[src/rtl/cam_init_sequencer.sv]
// cam_init_sequencer: camera power-up and SCCB register-table walker.
// Holds the sensor in reset, waits for boot, then reads {reg_addr, data}
// entries from a synchronous ROM and issues one write request per entry.
// Entry 16'hFFFF ends the table; reg_addr 8'hFF with data N is an N-unit delay.
// Optional build macro CAM_INIT_RETRY_EN: retry a NACKed write up to
// MAX_RETRIES extra times before flagging an error (default: no retries).
// Handshake: a request transfers on the rising clk edge where req_valid_o and
// req_ready_i are both 1; the fields stay stable while req_valid_o is 1, and
// req_valid_o is low in the cycle after the transfer. resp_valid_i is a
// single-cycle pulse qualified by resp_nack_i and is only acted on in WAIT_RESP.
// dbg_state_o exposes the FSM state encoding for observation.
module cam_init_sequencer #(
    parameter logic [7:0]  DEVICE_ADDR       = 8'h42,
    parameter int unsigned ROM_AW            = 8,
    parameter int unsigned RESET_HOLD_CYCLES = 1_000_000,
    parameter int unsigned BOOT_WAIT_CYCLES  = 5_000_000,
    parameter int unsigned WRITE_GAP_CYCLES  = 1000,
    parameter int unsigned DELAY_UNIT_CYCLES = 100_000,
    parameter int unsigned MAX_RETRIES       = 3
) (
    input  logic              clk_i,
    input  logic              reset_n_i,
    input  logic              start_i,
    output logic [ROM_AW-1:0] rom_addr_o,
    input  logic [15:0]       rom_data_i,
    output logic              req_valid_o,
    input  logic              req_ready_i,
    output logic [7:0]        req_dev_addr_o,
    output logic [7:0]        req_reg_addr_o,
    output logic [7:0]        req_data_o,
    input  logic              resp_valid_i,
    input  logic              resp_nack_i,
    output logic              reset_cmos_o,
    output logic              busy_o,
    output logic              done_o,
    output logic              error_o,
    output logic [ROM_AW-1:0] err_index_o,
    output logic [3:0]        dbg_state_o
);

    typedef enum logic [3:0] {
        ST_IDLE      = 4'd0,
        ST_RST_CAM   = 4'd1,
        ST_BOOT      = 4'd2,
        ST_FETCH     = 4'd3,
        ST_DECODE    = 4'd4,
        ST_ISSUE     = 4'd5,
        ST_WAIT_RESP = 4'd6,
        ST_GAP       = 4'd7,
        ST_DELAY     = 4'd8,
        ST_DONE      = 4'd9,
        ST_ERROR     = 4'd10
    } state_e;

    // One down-counter serves every wait; it is loaded with (cycles - 1).
    localparam int unsigned DELAY_MAX = 255 * DELAY_UNIT_CYCLES;
    localparam int unsigned MAX_AB    = (RESET_HOLD_CYCLES > BOOT_WAIT_CYCLES) ? RESET_HOLD_CYCLES : BOOT_WAIT_CYCLES;
    localparam int unsigned MAX_CD    = (WRITE_GAP_CYCLES > DELAY_MAX) ? WRITE_GAP_CYCLES : DELAY_MAX;
    localparam int unsigned MAX_WAIT  = (MAX_AB > MAX_CD) ? MAX_AB : MAX_CD;
    localparam int unsigned CNT_W     = (MAX_WAIT < 2) ? 1 : $clog2(MAX_WAIT);

    localparam logic [ROM_AW-1:0] IDX_ONE  = 1;
    localparam logic [ROM_AW-1:0] IDX_LAST = '1;
    localparam logic [CNT_W-1:0]  CNT_ONE  = 1;

    state_e            state_q, state_d;
    logic [ROM_AW-1:0] index_q, index_d;
    logic [ROM_AW-1:0] err_index_q, err_index_d;
    logic [CNT_W-1:0]  cnt_q, cnt_d;
    logic [7:0]        dev_q, dev_d, reg_q, reg_d, data_q, data_d;
    logic              valid_q, valid_d, cmos_q, cmos_d;
    logic              busy_q, busy_d, done_q, done_d, error_q, error_d;
    logic              adv;
    logic [31:0]       delay_cycles;

    assign delay_cycles = 32'(rom_data_i[7:0]) * DELAY_UNIT_CYCLES;

`ifdef CAM_INIT_RETRY_EN
    localparam int unsigned RTY_W = (MAX_RETRIES < 1) ? 1 : $clog2(MAX_RETRIES + 1);
    logic [RTY_W-1:0] retry_q, retry_d;

    // Per-entry retry count, cleared when each entry is decoded.
    always_ff @(posedge clk_i or negedge reset_n_i) begin
        if (!reset_n_i) retry_q <= '0;
        else            retry_q <= retry_d;
    end
`else
    logic [31:0] unused_max_retries;
    assign unused_max_retries = MAX_RETRIES;
`endif

    // FSM state register.
    always_ff @(posedge clk_i or negedge reset_n_i) begin
        if (!reset_n_i) state_q <= ST_IDLE;
        else            state_q <= state_d;
    end

    // Next state plus next values of every registered output.
    always_comb begin
        state_d     = state_q;
        index_d     = index_q;
        err_index_d = err_index_q;
        cnt_d       = cnt_q;
        dev_d       = dev_q;
        reg_d       = reg_q;
        data_d      = data_q;
        cmos_d      = cmos_q;
        error_d     = error_q;
        adv         = 1'b0;
`ifdef CAM_INIT_RETRY_EN
        retry_d     = retry_q;
`endif
        case (state_q)
            ST_IDLE, ST_DONE, ST_ERROR: begin
                if (start_i) begin
                    index_d     = '0;
                    err_index_d = '0;
                    error_d     = 1'b0;
                    if (RESET_HOLD_CYCLES != 0) begin
                        state_d = ST_RST_CAM;
                        cnt_d   = CNT_W'(RESET_HOLD_CYCLES - 1);
                        cmos_d  = 1'b0;
                    end else if (BOOT_WAIT_CYCLES != 0) begin
                        state_d = ST_BOOT;
                        cnt_d   = CNT_W'(BOOT_WAIT_CYCLES - 1);
                        cmos_d  = 1'b1;
                    end else begin
                        state_d = ST_FETCH;
                        cmos_d  = 1'b1;
                    end
                end
            end
            ST_RST_CAM: begin
                if (cnt_q == '0) begin
                    cmos_d = 1'b1;
                    if (BOOT_WAIT_CYCLES != 0) begin
                        state_d = ST_BOOT;
                        cnt_d   = CNT_W'(BOOT_WAIT_CYCLES - 1);
                    end else begin
                        state_d = ST_FETCH;
                    end
                end else begin
                    cnt_d = cnt_q - CNT_ONE;
                end
            end
            ST_BOOT: begin
                if (cnt_q == '0) state_d = ST_FETCH;
                else             cnt_d   = cnt_q - CNT_ONE;
            end
            ST_FETCH: state_d = ST_DECODE;
            ST_DECODE: begin
                dev_d  = DEVICE_ADDR;
                reg_d  = rom_data_i[15:8];
                data_d = rom_data_i[7:0];
`ifdef CAM_INIT_RETRY_EN
                retry_d = '0;
`endif
                if (rom_data_i == 16'hFFFF) begin
                    state_d = ST_DONE;
                end else if (rom_data_i[15:8] == 8'hFF) begin
                    if (rom_data_i[7:0] == 8'h00) begin
                        adv = 1'b1;
                    end else begin
                        state_d = ST_DELAY;
                        cnt_d   = CNT_W'(delay_cycles - 32'd1);
                    end
                end else begin
                    state_d = ST_ISSUE;
                end
            end
            ST_ISSUE: begin
                if (req_ready_i) state_d = ST_WAIT_RESP;
            end
            ST_WAIT_RESP: begin
                if (resp_valid_i) begin
                    if (!resp_nack_i) begin
                        if (WRITE_GAP_CYCLES != 0) begin
                            state_d = ST_GAP;
                            cnt_d   = CNT_W'(WRITE_GAP_CYCLES - 1);
                        end else begin
                            adv = 1'b1;
                        end
`ifdef CAM_INIT_RETRY_EN
                    end else if (32'(retry_q) < MAX_RETRIES) begin
                        retry_d = retry_q + 1'b1;
                        state_d = ST_ISSUE;
`endif
                    end else begin
                        state_d     = ST_ERROR;
                        error_d     = 1'b1;
                        err_index_d = index_q;
                    end
                end
            end
            ST_GAP, ST_DELAY: begin
                if (cnt_q == '0) adv   = 1'b1;
                else             cnt_d = cnt_q - CNT_ONE;
            end
            default: state_d = ST_IDLE;
        endcase

        // Step to the next entry; the index stops at the last table slot.
        if (adv) begin
            if (index_q == IDX_LAST) begin
                state_d = ST_DONE;
            end else begin
                index_d = index_q + IDX_ONE;
                state_d = ST_FETCH;
            end
        end

        valid_d = (state_d == ST_ISSUE);
        busy_d  = !((state_d == ST_IDLE) || (state_d == ST_DONE) || (state_d == ST_ERROR));
        done_d  = (state_d == ST_DONE);
    end

    // Datapath and status registers; outputs come straight from these.
    always_ff @(posedge clk_i or negedge reset_n_i) begin
        if (!reset_n_i) begin
            index_q     <= '0;
            err_index_q <= '0;
            cnt_q       <= '0;
            dev_q       <= '0;
            reg_q       <= '0;
            data_q      <= '0;
            valid_q     <= 1'b0;
            cmos_q      <= 1'b0;
            busy_q      <= 1'b0;
            done_q      <= 1'b0;
            error_q     <= 1'b0;
        end else begin
            index_q     <= index_d;
            err_index_q <= err_index_d;
            cnt_q       <= cnt_d;
            dev_q       <= dev_d;
            reg_q       <= reg_d;
            data_q      <= data_d;
            valid_q     <= valid_d;
            cmos_q      <= cmos_d;
            busy_q      <= busy_d;
            done_q      <= done_d;
            error_q     <= error_d;
        end
    end

    assign rom_addr_o     = index_q;
    assign req_valid_o    = valid_q;
    assign req_dev_addr_o = dev_q;
    assign req_reg_addr_o = reg_q;
    assign req_data_o     = data_q;
    assign reset_cmos_o   = cmos_q;
    assign busy_o         = busy_q;
    assign done_o         = done_q;
    assign error_o        = error_q;
    assign err_index_o    = err_index_q;
    assign dbg_state_o    = state_q;

endmodule
[config.mk]
export PLATFORM = sky130hd
export DESIGN_NAME = cam_init_sequencer
export DESIGN_NICKNAME = d
export VERILOG_FILES = /design/src/rtl/cam_init_sequencer.sv
export SDC_FILE = /design/constraint.sdc
export NUM_CORES = 1
export LEC_CHECK = 0
export ABC_AREA = 1
export CAP_MARGIN = 20
export CORE_ASPECT_RATIO = 1.2
export CORE_MARGIN = 2
export CORE_UTILIZATION = 25
export CTS_CLUSTER_DIAMETER = 120
export DETAILED_ROUTE_END_ITERATION = 8
export PLACE_DENSITY_LB_ADDON = 0.05
export SETUP_SLACK_MARGIN = 0.4
export SLEW_MARGIN = 20
export SYNTH_ARGS = -nofsm -noshare
export SYNTH_HDL_FRONTEND = slang
export SYNTH_SLANG_ARGS = --single-unit
[constraint.sdc]
create_clock -name clk_i -period 2.4 [get_ports clk_i]
set_input_delay 0.24 -clock clk_i [delete_from_list [all_inputs] [get_ports clk_i]]
set_output_delay 0.24 -clock clk_i [all_outputs]
set_load 0.05 [all_outputs]
==> results of run 1 <==
==> per-stage QoR <==
stage / worst slack (ns) / hold WS [ns] / setup TNS, ns
final: -0.9599 / 0.2335 / -11.43
after global routing: -1.111 / 0.2556 / -13.52
after CTS: -0.8825 / 0.2241 / -11.32
after detailed placement: -1.966 / 0.2603 / -32.47
after global placement: -2.023 / 0.2544 / -32.25
after floorplan: -0.9842 / -0.05559 / -10.97
==> cells by family after synthesis <==
| family | count (synthesis) | share of synthesized area, % |
|---|---|---|
| AND/OR/NAND/NOR | 452 | 32.87 |
| buffers and inverters | 155 | 10.26 |
| AO/OA/AOI/OAI | 110 | 10.10 |
| adder cells (fa/ha/maj) | 72 | 16.09 |
| flip-flops | 67 | 27.22 |
| XOR/XNOR | 24 | 3.413 |
| other | 1 | 0.06088 |
==> synth_stat cells (2+ instances only) <==
library cell	n	area, um2
nor2_1	76	285.3
o21ai_1	7	35.03
a31oi_1	3	18.77
nor2_2	12	75.07
o221ai_1	2	17.52
buf_2	3	15.01
nand3_2	2	20.02
or2_2	3	18.77
nand3b_1	2	15.01
buf_1	2	7.510
o21bai_1	2	15.01
nand4_1	20	125.1
ha_1	60	750.7
o21ai_0	45	225.2
clkbuf_1	5	18.77
nand2_1	228	855.8
buf_6	2	22.52
nand3_1	70	350.3
buf_4	8	60.06
xor2_1	19	166.4
nand2_4	2	22.52
inv_2	9	33.78
o211ai_1	3	22.52
nor3_2	3	30.03
nand2_2	10	62.56
dfrtp_1	67	1677
nor3_1	15	75.07
o31ai_1	3	22.52
a21oi_1	30	150.1
fa_1	12	240.2
inv_1	124	465.5
nor2_4	4	45.04
xnor2_1	5	43.79
and2_1	2	12.51
o22ai_1	7	43.79
a22oi_1	2	15.01
==> layer usage <==
| metal | part of all wire [%] | routed length, um | global-route usage [%] |
|---|---|---|---|
| met5 | 0 | 0 | 0 |
| met1 | 42 | 8963 | 19.32 |
| met2 | 54 | 11620 | 32.17 |
| met3 | 2.3 | 499 | 1.990 |
| met4 | 2.0 | 435 | 4.768 |
==> power breakdown <==
| part | switching [W] | total (W) | internal, W |
|---|---|---|---|
| logic | 0.00173 | 0.00324 | 0.00150 |
| registers | 0.00000261 | 0.00114 | 0.00113 |
| clock network | 0.000518 | 0.00135 | 0.000827 |
| total | 0.00225 | 0.00572 | 0.00346 |
==> worst max-delay path: stages <==
cell     delay [ns]
buf_8          0.10
ha_4           0.24
ha_4           0.26
inv_2          0.03
fa_1           0.47
inv_1          0.05
fa_1           0.49
ha_4           0.39
nand3_2        0.12
nand3_2        0.11
nand2_1        0.09
nand3_1        0.12
nor2_2         0.07
buf_4          0.12
buf_4          0.12
and2_1         0.13
xor2_1         0.17
o22ai_1        0.16
nand2_1        0.07
o21ai_1        0.07
==> flip-flops by register name, indices dropped and copies added, names as in the netlist <==
| signal | cells |
|---|---|
| cnt_q | 25 |
| err_index_o | 8 |
| req_data_o | 8 |
| req_reg_addr_o | 8 |
| rom_addr_o | 8 |
| dbg_state_o | 4 |
| busy_o | 1 |
| done_o | 1 |
| error_o | 1 |
| req_dev_addr_o | 1 |
| req_valid_o | 1 |
| reset_cmos_o | 1 |
==> path summary, 6_finish.rpt <==
kind	slack (ns)	endpoint	cells after the start
setup / recovery	-0.96	cnt_q[15]$_DFFE_PN0P_	20
hold / removal	0.23	req_reg_addr_o[1]$_DFFE_PN0P_	3
setup reg to reg	0.24	rom_addr_o[5]$_DFF_PN0_	15
hold reg to reg	0.48	reset_cmos_o$_DFFE_PN0P_	2
max in group asynchronous	1.31	dbg_state_o[2]$_DFF_PN0_	3
min in group asynchronous	0.42	req_reg_addr_o[4]$_DFFE_PN0P_	2
==> area by class of cell <==
| type | instances | area share [%] |
|---|---|---|
| clock buffer | 11 | 2.343 |
| multi-input combinational | 664 | 48.44 |
| sequential | 67 | 16.23 |
| tap | 320 | 3.865 |
| inverter | 135 | 5.085 |
| timing repair buffer | 285 | 23.53 |
| clock inverter | 5 | 0.5073 |
==> repair_timing <==
action,in CTS,in global routing
hold buffers,1,0
setup buffers,59,21
gates cloned,0,1
pin swaps,97,70
endpoints found under the hold margin,34,0
endpoints found under the setup margin,40,39
gates resized for setup,226,114
==> flow_metrics.env, run 1 <==
export IMPL_status="finished with violations"
export IMPL_failed_checks="setup timing"
export IMPL_startpoint_type="input port"
export IMPL_yosysWarningCount=0
export IMPL_port_buffers=64
export IMPL_hold_start="rom_data_i[9]"
export IMPL_place_area_mm2=0.008269
export IMPL_r2r_start="cnt_q[0]$_DFFE_PN0P_"
export IMPL_synthesis_area_mm2=0.006160
export IMPL_final_common_cell="buf_4"
export IMPL_n_fill_cell=2526
export IMPL_grtUsageTotal_pct=16.72
export IMPL_yosysSeqAreaShare_pct=27.22
export IMPL_cts_tree="built"
export IMPL_firstDrtPassIters=4
export IMPL_fmax_mhz=297.6
export IMPL_required_ns=2.67
export IMPL_synth_ff_type="dfrtp_1"
export IMPL_drv_cap=0
export IMPL_multi_input_area_mm2=0.005017
export IMPL_synthArstFlopShare_pct=100.0
export IMPL_start_util_pct=25.61
export IMPL_ys_types=48
export IMPL_setup_viol=14
export IMPL_final_cell_mix="buf_4, nand2_1, inv_1"
export IMPL_peakVddDrop_mv=0.3930
export IMPL_ctsRootBufferMaster="clkbuf_16"
export IMPL_finalPower_w=0.005717
export IMPL_vias=6588
export IMPL_stdcell_count=1487
export IMPL_place_hpwl_mm=16.78
export IMPL_worst_pin_slew_ns=0.5653
export IMPL_antenna_cells=0
export IMPL_grt_pass1_vias=6713
export IMPL_synth_cells=881
export IMPL_worstSetupPathType="input port to flop"
export IMPL_crit_start="rom_data_i[2]"
export IMPL_worstSkewPairLatency_ns=0.35
export IMPL_wire_per_inst_um=14.47
export IMPL_clock_sinks=67
export IMPL_finalCritPeriodShare_pct=140.0
export IMPL_drive_above_1_share_pct=41.73
export IMPL_hold_path_class="input port to flop"
export IMPL_row_count=62
export IMPL_cts_htree_levels=3
export IMPL_slew_headroom_pct=62.27
export IMPL_antenna_found_initial=0
export IMPL_final_min_clock_period_ns=3.360
export IMPL_grt_max_degree=37
export IMPL_rsz0062_at_grt="true"
export IMPL_drtIter0Drc=178
export IMPL_worstSetupEndpointType="flop"
export IMPL_crit_arrival_ns=3.63
export IMPL_final_area_mm2=0.01036
export IMPL_drc=0
export IMPL_final_util_pct=43.07
export IMPL_hold_viol_final=0
export IMPL_io_pins=71
export IMPL_area_growth_pct=68.17
export IMPL_path_clk_slew_ns=0.06
export IMPL_gp_congestion=0.8668
export IMPL_leakagePower_nw=5.084
export IMPL_layout_setup_ws_ns=-0.9599
export IMPL_grt_overflow=0
export IMPL_die_h_um=176.0
export IMPL_syn_avg_cell_area_um2=6.992
export IMPL_skew_ns=0.003961
export IMPL_grt_pass1_wl_mm=34.22
export IMPL_cts_buffers=9
export IMPL_worst_path_max_fanout=8
export IMPL_die_x_um=147.3
export IMPL_dp_cells=1389
export IMPL_viasPerCell=4.430
export IMPL_cts_buffer_depth=2
export IMPL_ys_ff_latch=67
export IMPL_core_mm2=0.02405
export IMPL_die_area_mm2=0.02592
export IMPL_p_per_area_mw_per_mm2=551.9
export IMPL_regArea_mm2=0.001682
export IMPL_drt_total_wl_mm=21.51
export IMPL_slew_viol_final=0
export IMPL_synth_edf_count=0
export IMPL_nets=1256
export IMPL_ant_nets=0
Note: power is estimated with default switching activity, not from simulation.
==> inputs of run 2 (changes only) <==
Settings changed: CTS_CLUSTER_DIAMETER 120 to 80.
==> results of run 2 <==
No change in the layout: final DEF, timing and power equal those of run 1.
